===== config.mk =====
export PLATFORM = sky130hd
export DESIGN_NAME = sort4_ctrl_flat
export DESIGN_NICKNAME = d
export VERILOG_FILES = /design/src/rtl/sort4_pkg.sv /design/src/rtl/sort4_ctrl_if.sv /design/src/rtl/sort4_ctrl_cmp_swap.sv /design/src/rtl/sort4_ctrl.sv /design/src/flat_wrapper.sv
export SDC_FILE = /design/constraint.sdc
export NUM_CORES = 1
export LEC_CHECK = 0
export BUFFER_PORTS_ARGS = -buffer_cell sky130_fd_sc_hd__buf_2
export CAP_MARGIN = 20
export CORE_AREA = 2 2 69 71
export CTS_CLUSTER_DIAMETER = 150
export DETAILED_ROUTE_END_ITERATION = 7
export DIE_AREA = 0 0 71 73
export GPL_TIMING_DRIVEN = 0
export PLACE_DENSITY = 0.83
export REMOVE_ABC_BUFFERS = 1
export SYNTH_ARGS = -nofsm -noshare
export SYNTH_HDL_FRONTEND = slang
export SYNTH_SLANG_ARGS = --single-unit
export TNS_END_PERCENT = 1

===== constraint.sdc =====
create_clock -name clk -period 8.5 [get_ports clk]
set_input_delay 2.55 -clock clk [delete_from_list [all_inputs] [get_ports clk]]
set_output_delay 2.55 -clock clk [all_outputs]
set_load 0.02 [all_outputs]

===== src/rtl/sort4_pkg.sv =====
// Shared types and constants for the four-element sorter: FSM state encoding,
// number of compare-and-swap steps and the fixed pair schedule.
package sort4_pkg;

  typedef enum logic [1:0] {
    IDLE = 2'd0,
    SORT = 2'd1,
    DONE = 2'd2
  } state_t;

  localparam int NUM_STEPS = 6;
  localparam logic [2:0] LAST_STEP = 3'(NUM_STEPS - 1);

  // Lower element index of the pair compared at each step, step 0 in the LSBs.
  // Schedule: (0,1) (1,2) (2,3) (0,1) (1,2) (0,1); the upper index is lower+1.
  localparam logic [11:0] PAIR_LO_TABLE = {2'd0, 2'd1, 2'd0, 2'd2, 2'd1, 2'd0};

  // Look up the lower pair index for a step; out-of-range steps map to pair 0.
  function automatic logic [1:0] pair_lo(input logic [2:0] step);
    logic [1:0] lo;
    if (step <= LAST_STEP) begin
      lo = PAIR_LO_TABLE[{step, 1'b0} +: 2];
    end else begin
      lo = 2'd0;
    end
    return lo;
  endfunction

endpackage


===== src/rtl/sort4_ctrl_if.sv =====
// Handshake and data bus of the four-element sorter.
// master: the requester (drives start and elements); slave: the sorter.
interface sort4_ctrl_if #(
  parameter int DATA_W = 3
);

  logic              start;
  logic [DATA_W-1:0] in0;
  logic [DATA_W-1:0] in1;
  logic [DATA_W-1:0] in2;
  logic [DATA_W-1:0] in3;
  logic              busy;
  logic              done;
  logic [DATA_W-1:0] out0;
  logic [DATA_W-1:0] out1;
  logic [DATA_W-1:0] out2;
  logic [DATA_W-1:0] out3;

  modport master (
    output start, in0, in1, in2, in3,
    input  busy, done, out0, out1, out2, out3
  );

  modport slave (
    input  start, in0, in1, in2, in3,
    output busy, done, out0, out1, out2, out3
  );

endinterface


===== src/rtl/sort4_ctrl_cmp_swap.sv =====
// Combinational compare-and-swap cell shared by every sort step.
// Ascending by default; descending when SORT4_DESC_EN is defined.
// Equal operands are never swapped.
module cmp_swap #(
  parameter int DATA_W = 3
) (
  input  logic [DATA_W-1:0] a,
  input  logic [DATA_W-1:0] b,
  output logic [DATA_W-1:0] first,
  output logic [DATA_W-1:0] second,
  output logic              swap
);

  // Decide whether the pair is out of order and emit it in the wanted order.
  always_comb begin
`ifdef SORT4_DESC_EN
    swap = (a < b);
`else
    swap = (a > b);
`endif
    if (swap) begin
      first  = b;
      second = a;
    end else begin
      first  = a;
      second = b;
    end
  end

endmodule


===== src/rtl/sort4_ctrl.sv =====
// Four-element sorter: loads four elements on start, runs a fixed six-step
// bubble schedule through one shared compare-and-swap cell, then publishes
// the result with a one-cycle done pulse. Fixed latency regardless of data.
// Optional macro SORT4_DESC_EN selects descending order.
module sort4_ctrl
  import sort4_pkg::*;
#(
  parameter int DATA_W = 3
) (
  input logic         clk,
  input logic         rst,
  sort4_ctrl_if.slave bus
);

  state_t            state_r;
  state_t            state_s;
  logic [2:0]        step_r;
  logic [2:0]        step_s;
  logic [DATA_W-1:0] e_r [4];
  logic [DATA_W-1:0] e_s [4];
  logic [DATA_W-1:0] out_r [4];
  logic              done_r;
  logic              done_s;
  logic              busy_r;
  logic              busy_s;
  logic              out_ld_s;

  logic [1:0]        sel_lo_s;
  logic [1:0]        sel_hi_s;
  logic [DATA_W-1:0] op_a_s;
  logic [DATA_W-1:0] op_b_s;
  logic [DATA_W-1:0] cs_first_s;
  logic [DATA_W-1:0] cs_second_s;
  logic              cs_swap_s;

  // Select the pair for the current step and route it to the shared cell.
  always_comb begin
    sel_lo_s = pair_lo(step_r);
    sel_hi_s = sel_lo_s + 2'd1;
    op_a_s   = e_r[sel_lo_s];
    op_b_s   = e_r[sel_hi_s];
  end

  cmp_swap #(
    .DATA_W (DATA_W)
  ) u_cmp_swap (
    .a      (op_a_s),
    .b      (op_b_s),
    .first  (cs_first_s),
    .second (cs_second_s),
    .swap   (cs_swap_s)
  );

  // Next-state, element update and output-load decisions.
  always_comb begin
    state_s  = state_r;
    step_s   = step_r;
    done_s   = 1'b0;
    out_ld_s = 1'b0;
    for (int i = 0; i < 4; i++) begin
      e_s[i] = e_r[i];
    end
    case (state_r)
      IDLE: begin
        if (bus.start) begin
          state_s = SORT;
          step_s  = 3'd0;
          e_s[0]  = bus.in0;
          e_s[1]  = bus.in1;
          e_s[2]  = bus.in2;
          e_s[3]  = bus.in3;
        end else begin
          state_s = IDLE;
        end
      end
      SORT: begin
        if (cs_swap_s) begin
          e_s[sel_lo_s] = cs_first_s;
          e_s[sel_hi_s] = cs_second_s;
        end else begin
          e_s[sel_lo_s] = e_r[sel_lo_s];
        end
        if (step_r == LAST_STEP) begin
          state_s  = DONE;
          step_s   = 3'd0;
          done_s   = 1'b1;
          out_ld_s = 1'b1;
        end else begin
          step_s = step_r + 3'd1;
        end
      end
      DONE: begin
        // start is ignored here; DONE never accepts a new request
        state_s = IDLE;
      end
      default: begin
        state_s = IDLE;
        step_s  = 3'd0;
      end
    endcase
    busy_s = (state_s != IDLE);
  end

  // State, element and output registers with synchronous reset priority.
  always_ff @(posedge clk) begin
    if (rst) begin
      state_r <= IDLE;
      step_r  <= 3'd0;
      done_r  <= 1'b0;
      busy_r  <= 1'b0;
      for (int i = 0; i < 4; i++) begin
        e_r[i]   <= '0;
        out_r[i] <= '0;
      end
    end else begin
      state_r <= state_s;
      step_r  <= step_s;
      done_r  <= done_s;
      busy_r  <= busy_s;
      for (int i = 0; i < 4; i++) begin
        e_r[i] <= e_s[i];
        if (out_ld_s) begin
          // capture including the final step's swap
          out_r[i] <= e_s[i];
        end else begin
          out_r[i] <= out_r[i];
        end
      end
    end
  end

  assign bus.busy = busy_r;
  assign bus.done = done_r;
  assign bus.out0 = out_r[0];
  assign bus.out1 = out_r[1];
  assign bus.out2 = out_r[2];
  assign bus.out3 = out_r[3];

endmodule


===== src/flat_wrapper.sv =====
// flat-port wrapper written by rule: the top's interface ports become plain ports
module sort4_ctrl_flat import sort4_pkg::*;
#(
  parameter int DATA_W = 3
)
  (clk, rst, bus_start, bus_in0, bus_in1, bus_in2, bus_in3, bus_busy, bus_done, bus_out0, bus_out1, bus_out2, bus_out3);
  sort4_ctrl_if #(.DATA_W(DATA_W)) bus_i ();
  input logic clk;
  input logic rst;
  input wire logic [$bits(bus_i.start)-1:0] bus_start;
  input wire logic [$bits(bus_i.in0)-1:0] bus_in0;
  input wire logic [$bits(bus_i.in1)-1:0] bus_in1;
  input wire logic [$bits(bus_i.in2)-1:0] bus_in2;
  input wire logic [$bits(bus_i.in3)-1:0] bus_in3;
  output wire logic [$bits(bus_i.busy)-1:0] bus_busy;
  output wire logic [$bits(bus_i.done)-1:0] bus_done;
  output wire logic [$bits(bus_i.out0)-1:0] bus_out0;
  output wire logic [$bits(bus_i.out1)-1:0] bus_out1;
  output wire logic [$bits(bus_i.out2)-1:0] bus_out2;
  output wire logic [$bits(bus_i.out3)-1:0] bus_out3;
  assign bus_i.start = bus_start;
  assign bus_i.in0 = bus_in0;
  assign bus_i.in1 = bus_in1;
  assign bus_i.in2 = bus_in2;
  assign bus_i.in3 = bus_in3;
  assign bus_busy = bus_i.busy;
  assign bus_done = bus_i.done;
  assign bus_out0 = bus_i.out0;
  assign bus_out1 = bus_i.out1;
  assign bus_out2 = bus_i.out2;
  assign bus_out3 = bus_i.out3;
  sort4_ctrl #(.DATA_W(DATA_W)) u_core (.clk(clk), .rst(rst), .bus(bus_i));
endmodule

==> run_results.csv, run 1 <==
group,metric,value,unit
power,vdd_ir_drop_max,0.0854,mV
setup_path,crit_slowest_cell,"a32oi_1",
grt,grt_pass1_wl,9970,um
run,maxCapViolations,0,
drt,finalWirelength,6030,um
grt,antenna_found_initial,0,
clock_network,cts_hold_buf,0,
setup_path,path_class,"reg -> reg",
layout,fin_area,2550,um^2
logic_synthesis,synth_ff_type,"dfxtp_1",
grt,gr-total-overflow,0,
setup_path,critPathBufInv,0,
setup_path,worstPathRequired,8.55,ns
logic_synthesis,synth_edf_count,12,
floorplan,fp.dieArea,5180,um^2
logic_synthesis,synth_seq_cells,31,
layout,area_growth,8.52,%
grt,grt_usage,24.5,%
setup_path,start_kind,"flip-flop",
logic_synthesis,synthArstFlopShare,0,%
drt,vias,2262,
clock_network,ctsHtreeMaxLevel,2,
timing,fin_crit_sh,58.0,%
drt,ant_nets,0,
setup_path,crit_path_end_kind,"flip-flop",
grt,grt_max_degree,22,
floorplan,rows,25,
drt,drcViolationCount,0,
status,outcome,"completed",
setup_path,cp_max_fo,20,
drt,viasPerCell,6.77,
setup_path,max_stage_delay,0.97,ns
setup_path,path_delay_family,"compound AO/OA/AOI/OAI gates",
timing,clock_skew,0.00519,ns
clock_network,path_clk_slew,0.07,ns
layout,final_util,56.2,%
clock_network,cts_made_buffers,5,
timing,tightest_slew,1.26,ns
clock_network,cts_buffer_depth,2,
logic_synthesis,post-synth-top-area-cell,"dfxtp_1",
logic_synthesis,syn_area,2350,um^2
grt,grt_pass1_vias,2095,
logic_synthesis,yosys_warnings,0,
drt,dr.pass1.iters,5,
setup_path,cp.arrival,4.98,ns
timing,period_needed,4.93,ns
timing,hold_viol_final,0,
logic_synthesis,synth_top_area_share,16.2,%
power,powerDensity,234,nW/um^2
layout,drive_above_1_share,17.9,%
timing,finalMaxSlewViolations,0,
timing,rsz0062_at_grt,"false",
logic_synthesis,synth_area_leaders,"dfxtp_1 (16%), edfxtp_1 (15%), a211oi_1 (6.1%), ha_1 (5.3%), mux2i_1 (4.3%)",
logic_synthesis,yosysSeqAreaShare,31.5,%
clock_network,clk_latency,0.29,ns
logic_synthesis,synthCells,264,
logic_synthesis,ys_types,58,
layout,fin_nets,304,
logic_synthesis,syn_area_per_cell,8.90,um^2
drt,drt-initial-drc-count,234,
placed_design,dp_hpwl,4330,um
clock_network,cts_resized,0,
clock_network,cts.sinks,31,
floorplan,start_util,51.8,%
layout,diodes,0,
placed_design,gp_congestion,0.993,
floorplan,die_h,73,um
floorplan,ioPinCount,29,
placed_design,port_buffers,28,
clock_network,cts_root_buf,"clkbuf_8",
setup_path,crit_chain,"nor3b_1, ha_1, o2111ai_1, nand2_1, ha_1, nand3b_1, a32oi_1, nand2_1, mux2i_1, a31o_2",
floorplan,die_x,71,um
clock_network,cts_tree,"done",
min_path,hold_class,"reg -> reg",
drt,wire_per_inst,18.1,um
timing,slew_headroom,16.3,%
clock_network,postCtsSetupBuffers,0,
floorplan,coreArea,4540,um^2
timing,setup_viol,0,
placed_design,placed_area,2470,um^2
timing,fmax,0.203,GHz
power,leakagePower,1.08,nW
timing,tns,0,ns
[routing by layer]
metal	wire length, um	vias up	track usage [%]
met3	398	18	4.56
met2	2860	107	40.0
li1	-	1061	-
met1	2600	1076	31.8
met5	0	-	0
met4	175	0	11.1
[layout make-up]
class / instances / area, um^2
inverter: 18 / 67.6
clock buffer: 5 / 68.8
tap: 54 / 67.6
fill: 415 / 1990
sequential: 31 / 741
clock inverter: 3 / 15.0
timing repair buffer: 29 / 151
multi-input combinational: 194 / 1440
[worst register-to-register path, stage by stage (launching register included)]
cell	delay, ns
dfxtp_1	0.58
nor3b_1	0.86
ha_1	0.51
o2111ai_1	0.45
nand2_1	0.11
ha_1	0.36
nand3b_1	0.16
a32oi_1	0.97
nand2_1	0.25
mux2i_1	0.20
a31o_2	0.25
[flip-flops by register name, indices dropped and copies added (netlist names)]
signal and count:
u_core.e_r 12, u_core.out_r 12, u_core.step_r 3, u_core.state_r 2, u_core.bus.busy 1, u_core.bus.done 1
[cell usage after synthesis, types with 3 or more instances]
master / instances
a211oi_1: 19
dfxtp_1: 19
inv_1: 18
nor2_1: 17
clkbuf_1: 13
edfxtp_1: 12
nand2_1: 12
a21o_1: 10
ha_1: 10
mux2i_1: 10
o21ai_0: 9
o22ai_1: 8
a22oi_1: 7
a31o_2: 7
a211o_1: 5
a21oi_1: 5
a22o_1: 4
and2_1: 4
buf_2: 4
nand3_1: 4
nor3_1: 4
o2111ai_1: 4
o211ai_1: 4
o21bai_1: 4
a31oi_1: 3
o21a_1: 3
o31ai_1: 3
[worst paths after layout]
check,from,to,slack [ns],cells after the start
max,u_core.step_r[0]$_SDFFE_PP0P_,u_core.out_r[2][0]$_SDFFCE_PN0P_,3.57,10
min,u_core.e_r[3][0]$_SDFF_PP0_,u_core.e_r[3][0]$_SDFF_PP0_,0.60,2
max reg2reg,u_core.step_r[0]$_SDFFE_PP0P_,u_core.out_r[2][0]$_SDFFCE_PN0P_,3.57,10
min reg2reg,u_core.e_r[3][0]$_SDFF_PP0_,u_core.e_r[3][0]$_SDFF_PP0_,0.60,2
[logic make-up after synthesis]
family | share of synthesized area (%)
compound gates | 37.1
xor+xnor | 1.54
fa+ha+maj | 5.80
buf+inv | 7.24
flops | 31.5
mux | 4.26
simple gates | 12.5
[through the flow]
stage          setup WS, ns  hold WS (ns)  cells  power (mW)
5_1_grt                3.22         0.614    334       0.637
2_1_floorplan          4.62         0.536    243       0.409
3_5_place_dp           3.73         0.573    326       0.477
6_report               3.57         0.598    334       0.595
4_1_cts                3.70         0.589    334       0.591
3_3_place_gp           3.83         0.571    325       0.467
[cell usage in the layout (no fill, tap or decap), drive strengths merged, types with 10 or more instances in the layout]
cell / count
a211oi: 20
ha: 10
mux2i: 10
inv: 18
a21o: 10
dfxtp: 19
edfxtp: 12
nor2: 17
nand2: 12
buf: 29
[where the power goes]
part           switching (mW)  total (mW)  leakage, nW  internal (mW)
combinational           0.176       0.285        0.748          0.109
clock                  0.0582       0.114       0.0477         0.0560
sequential             0.0210       0.197        0.280          0.176
(Power assumes the default switching activity.)
==> run 2, diff against run 1 <==
clock period = 4.7 ns   (was 8.5 ns; I/O delays follow)
==> run 2 against run 1 <==
Fmax grew 18%. Clock skew grew 0.0018 ns. Register-to-register slack lost 3.0 ns. Largest cell class unchanged. Highest routed layer unchanged.
==> run_results.csv, run 2 (synthesis gave the netlist of run 1 again) <==
group,metric,value,unit
timing,rsz0062_at_grt,"false",
placed_design,dp_cells,326,
clock_network,postCtsSetupBuffers,0,
layout,layout_commonest_cell,"buf_2",
clock_network,cts.sinks,31,
grt,grt_pass1_vias,2092,
timing,worst_slack,0.532,ns
power,p_switching,0.469,mW
floorplan,start_util,51.8,%
min_path,hp-start,"u_core.e_r[3][0]$_SDFF_PP0_",
drt,drcViolationCount,0,
grt,antenna_found_initial,0,
placed_design,placed_area,2470,um^2
setup_path,start_kind,"flip-flop",
min_path,hold_class,"reg -> reg",
layout,final_util,56.6,%
grt,gr-total-overflow,0,
layout,finalNonFillerCells,334,
timing,slew_headroom,39.0,%
clock_network,clk_latency,0.29,ns
setup_path,rr_startpoint,"u_core.step_r[1]$_SDFFE_PP0P_",
drt,wire_per_inst,18.2,um
timing,hold_viol_final,0,
power,p_seq_share,32.7,%
drt,ant_nets,0,
power,intPower,0.621,mW
setup_path,worstPathRequired,4.75,ns
power,vdd_ir_drop_max,0.160,mV
placed_design,dp_hpwl,4330,um
drt,viasPerCell,6.74,
grt,grt_usage,24.8,%
placed_design,port_buffers,28,
setup_path,path_class,"reg -> reg",
layout,fillers,410,
run,maxCapViolations,0,
setup_path,cp.arrival,4.21,ns
drt,vias,2251,
clock_network,cts_buffer_depth,2,
clock_network,ctsHtreeMaxLevel,2,
drt,finalWirelength,6070,um
placed_design,dp_slack,-0.0740,ns
timing,period_needed,4.17,ns
layout,final_cell_mix,"buf_2 (28), a211oi_1 (19), inv_1 (18)",
clock_network,cts_made_buffers,5,
power,switching_share,43.0,%
power,finalPower,1.09,mW
layout,area_growth,9.21,%
floorplan,die_x,71,um
timing,finalMaxSlewViolations,0,
timing,fmax,0.240,GHz
floorplan,fp.dieArea,5180,um^2
layout,reg_top3,"u_core.e_r x12, u_core.out_r x12, u_core.step_r x3",
power,powerDensity,425,nW/um^2
clock_network,cts_tree,"done",
setup_path,crit_path_end_kind,"flip-flop",
floorplan,ioPinCount,29,
timing,clock_skew,0.00699,ns
floorplan,rows,25,
setup_path,crit_path_start,"u_core.step_r[1]$_SDFFE_PP0P_",
grt,grt_pass1_wl,10100,um
grt,grt_max_degree,22,
power,leakagePower,1.08,nW
clock_network,cts_root_buf,"clkbuf_8",
drt,drt-initial-drc-count,242,
timing,tightest_slew,0.913,ns
clock_network,path_clk_slew,0.07,ns
layout,drive_above_1_share,19.6,%
timing,setup_viol,0,
layout,fin_area,2570,um^2
setup_path,cp_max_fo,14,
layout,diodes,0,
power,p_comb_share,48.2,%
status,outcome,"completed",
layout,fin_nets,304,
floorplan,die_h,73,um
timing,fin_crit_sh,88.7,%
power,p_clk_share,19.2,%
floorplan,coreArea,4540,um^2
drt,dr.pass1.iters,5,
placed_design,gp_congestion,0.993,
run 2: final timing paths:
| check | to | slack (ns) | cells past startpoint |
|---|---|---|---|
| worst min register to register | u_core.e_r[3][0]$_SDFF_PP0_ | 0.60 | 2 |
| worst max register to register | u_core.out_r[2][0]$_SDFFCE_PN0P_ | 0.53 | 10 |
| worst max-delay path | u_core.out_r[2][0]$_SDFFCE_PN0P_ | 0.53 | 10 |
| worst min-delay path | u_core.e_r[3][0]$_SDFF_PP0_ | 0.60 | 2 |
run 2: power groups by stage:
stage / clock network (mW) / registers, mW / logic (mW)
2_1_floorplan: 0 / 0.366 / 0.374
3_3_place_gp: 0 / 0.358 / 0.487
3_5_place_dp: 0 / 0.360 / 0.502
4_1_cts: 0.210 / 0.354 / 0.512
5_1_grt: 0.225 / 0.359 / 0.579
6_report: 0.209 / 0.356 / 0.525
run 2: per-layer routing:
metal	GRT usage (%)	vias up	part of all wire [%]
li1	-	1056	-
met1	32.0	1043	42
met2	40.5	129	46
met3	4.56	23	8.6
met4	10.9	0	3.2
met5	0	-	0
run 2: worst max-delay path, stage by stage (launching register included):
cell,delay (ns)
dfxtp_1,0.54
nor3b_2,0.50
ha_1,0.47
o221ai_1,0.47
nand2_1,0.12
ha_1,0.36
nand3b_1,0.16
a32oi_2,0.65
nand2_1,0.21
mux2i_1,0.18
a31o_2,0.24
run 2: metrics by stage:
step	setup TNS, ns	hold slack [ns]
final	0	0.598
after global routing	0	0.614
after CTS	0	0.589
after detailed placement	-0.187	0.573
after global placement	0	0.571
after floorplan	0	0.536
run 2: repair_timing:
item                       in CTS  in global routing
hold buffers                    0                  0
gates resized for setup         2                  3
setup endpoints to repair       6                 11
gates cloned                    0                  0
run 2: cell type report:
class / count / area (um^2) / share of cell area [%]
multi-input combinational: 194 / 1450 / 56.6
sequential: 31 / 743 / 29.0
timing repair buffer: 29 / 151 / 5.90
clock buffer: 5 / 68.8 / 2.68
inverter: 18 / 67.6 / 2.63
tap: 54 / 67.6 / 2.63
clock inverter: 3 / 15.0 / 0.585
==> run 3, diff against run 2 <==
BUFFER_PORTS_ARGS = -buffer_cell sky130_fd_sc_hd__buf_4   (was -buffer_cell sky130_fd_sc_hd__buf_2)
CORE_AREA = 2 2 88 56   (was 2 2 69 71)
DIE_AREA = 0 0 90 58   (was 0 0 71 73)
==> run 3 against run 2 <==
Sequential power about the same. Final cell count increased by 2.7%. Via count increased by 1.6%. Largest cell class unchanged.
==> run_results.csv, run 3 (synthesis gave the netlist of run 1 again) <==
group,metric,value,unit
timing,finalMaxSlewViolations,0,
setup_path,rr_worst_depth,11,
grt,gr-total-overflow,0,
power,powerDensity,431,nW/um^2
layout,area_growth,13.7,%
placed_design,dp_cells,335,
setup_path,max_stage_delay,0.82,ns
layout,final_cell_mix,"buf_4 (29), a211oi_1 (19), inv_1 (18), dfxtp_1 (18), nor2_1 (17)",
setup_path,crit_path_end_kind,"flip-flop",
power,vdd_ir_drop_max,0.192,mV
drt,drt-initial-drc-count,355,
setup_path,start_kind,"flip-flop",
timing,fmax,0.226,GHz
layout,fillers,406,
clock_network,path_clk_slew,0.07,ns
floorplan,start_util,53.1,%
floorplan,die_x,90,um
drt,ant_nets,0,
grt,grt_max_degree,22,
setup_path,cp.arrival,4.47,ns
timing,period_needed,4.42,ns
layout,finalNonFillerCells,343,
layout,drive_above_1_share,19.3,%
placed_design,placed_area,2540,um^2
clock_network,cts_tree,"done",
floorplan,fp.dieArea,5220,um^2
layout,fin_area,2670,um^2
timing,whs,0.628,ns
timing,tightest_slew,0.964,ns
timing,fin_crit_sh,94.0,%
layout,diodes,0,
layout,layout_commonest_cell,"buf_4",
drt,dr.pass1.iters,5,
power,leakagePower,1.11,nW
status,outcome,"completed",
setup_path,path_class,"reg -> reg",
layout,fin_nets,304,
drt,vias,2286,
clock_network,cts.sinks,31,
clock_network,postCtsSetupBuffers,0,
clock_network,cts_made_buffers,5,
placed_design,gp_congestion,0.943,
timing,rsz0062_at_grt,"false",
min_path,hold_class,"reg -> reg",
run,maxCapViolations,0,
clock_network,cts_root_buf,"clkbuf_8",
drt,viasPerCell,6.66,
layout,reg_top3,"u_core.e_r x12, u_core.out_r x12, u_core.step_r x3",
timing,setup_viol,0,
drt,finalWirelength,6210,um
min_path,holdPathStages,2,
timing,clock_skew,0.0107,ns
floorplan,ioPinCount,29,
timing,hold_viol_final,0,
drt,wire_per_inst,18.1,um
placed_design,dp_hpwl,4580,um
grt,grt_usage,24.8,%
floorplan,coreArea,4420,um^2
setup_path,worstPathRequired,4.75,ns
grt,antenna_found_initial,0,
drt,drcViolationCount,0,
clock_network,clk_latency,0.29,ns
floorplan,die_h,58,um
grt,grt_pass1_vias,1865,
placed_design,port_buffers,28,
clock_network,ctsHtreeMaxLevel,2,
setup_path,cp_max_fo,18,
clock_network,cts_buffer_depth,2,
timing,slew_headroom,35.6,%
setup_path,crit_chain,"xor2_4, nand2_1, ha_1, o2111ai_1, nand2_1, ha_1, a21oi_1, a32oi_2, a211oi_1, o21ai_0, a31o_2",
setup_path,crit_slowest_cell,"dfxtp_1",
grt,grt_pass1_wl,10000,um
floorplan,rows,19,
run 3: layer usage:
layer / GRT usage, % / wire length [um] / vias up
met1: 39.7 / 3140 / 1064
met5: 0 / 0 / -
met2: 31.5 / 2250 / 150
met3: 6.76 / 716 / 14
li1: - / - / 1058
met4: 7.47 / 106 / 0
run 3: worst max-delay path: cells and delay by family, from the launching register on:
kind | cells | cell delay (ns)
DFF | 1 | 0.82
xor gates and xnor gates | 1 | 0.24
and+or+nand+nor | 2 | 0.27
adders and majority gates | 2 | 0.84
AOI/OAI and AO/OA | 6 | 2.01
run 3: layout make-up:
| type | count | area (um^2) | area share (%) |
|---|---|---|---|
| well taps | 63 | 78.8 | 2.95 |
| flip-flops and latches | 31 | 742 | 27.8 |
| inverters | 18 | 67.6 | 2.53 |
| clock buffers | 7 | 108 | 4.03 |
| clock inverters | 1 | 5.00 | 0.187 |
| repair buffers | 29 | 218 | 8.15 |
| multi-input cells | 194 | 1450 | 54.4 |
run 3: where the power goes:
part | switching, mW | internal [mW]
clock | 0.106 | 0.150
sequential | 0.0385 | 0.318
combinational | 0.329 | 0.211
total | 0.473 | 0.679
run 3: path summary, 6_finish.rpt:
kind                                                          to                     startpoint  slack (ns)
worst max-delay path            u_core.out_r[0][0]$_SDFFCE_PN0P_  u_core.step_r[2]$_SDFFE_PP0P_        0.28
worst min-delay path                 u_core.e_r[3][0]$_SDFF_PP0_    u_core.e_r[3][0]$_SDFF_PP0_        0.63
worst max register to register  u_core.out_r[0][0]$_SDFFCE_PN0P_  u_core.step_r[2]$_SDFFE_PP0P_        0.28
worst min register to register       u_core.e_r[3][0]$_SDFF_PP0_    u_core.e_r[3][0]$_SDFF_PP0_        0.63
run 3: per-stage QoR:
| step | worst slack, ns | power (mW) | setup TNS (ns) | utilization (%) |
|---|---|---|---|---|
| after detailed placement | -0.0449 | 0.871 | -0.0741 | 57.5 |
| after floorplan | 0.823 | 0.740 | 0 | - |
| after global placement | 0.0147 | 0.862 | 0 | 57.4 |
| after CTS | 0.204 | 1.13 | 0 | 60.4 |
| after global routing | 0.00588 | 1.22 | 0 | 60.4 |
| final | 0.283 | 1.15 | 0 | 60.4 |
run 3: timing repair:
action	4_1_cts	5_1_grt
gates resized for setup	2	2
hold buffers	0	0
setup endpoints to repair	4	13
endpoints found under the hold margin	0	0
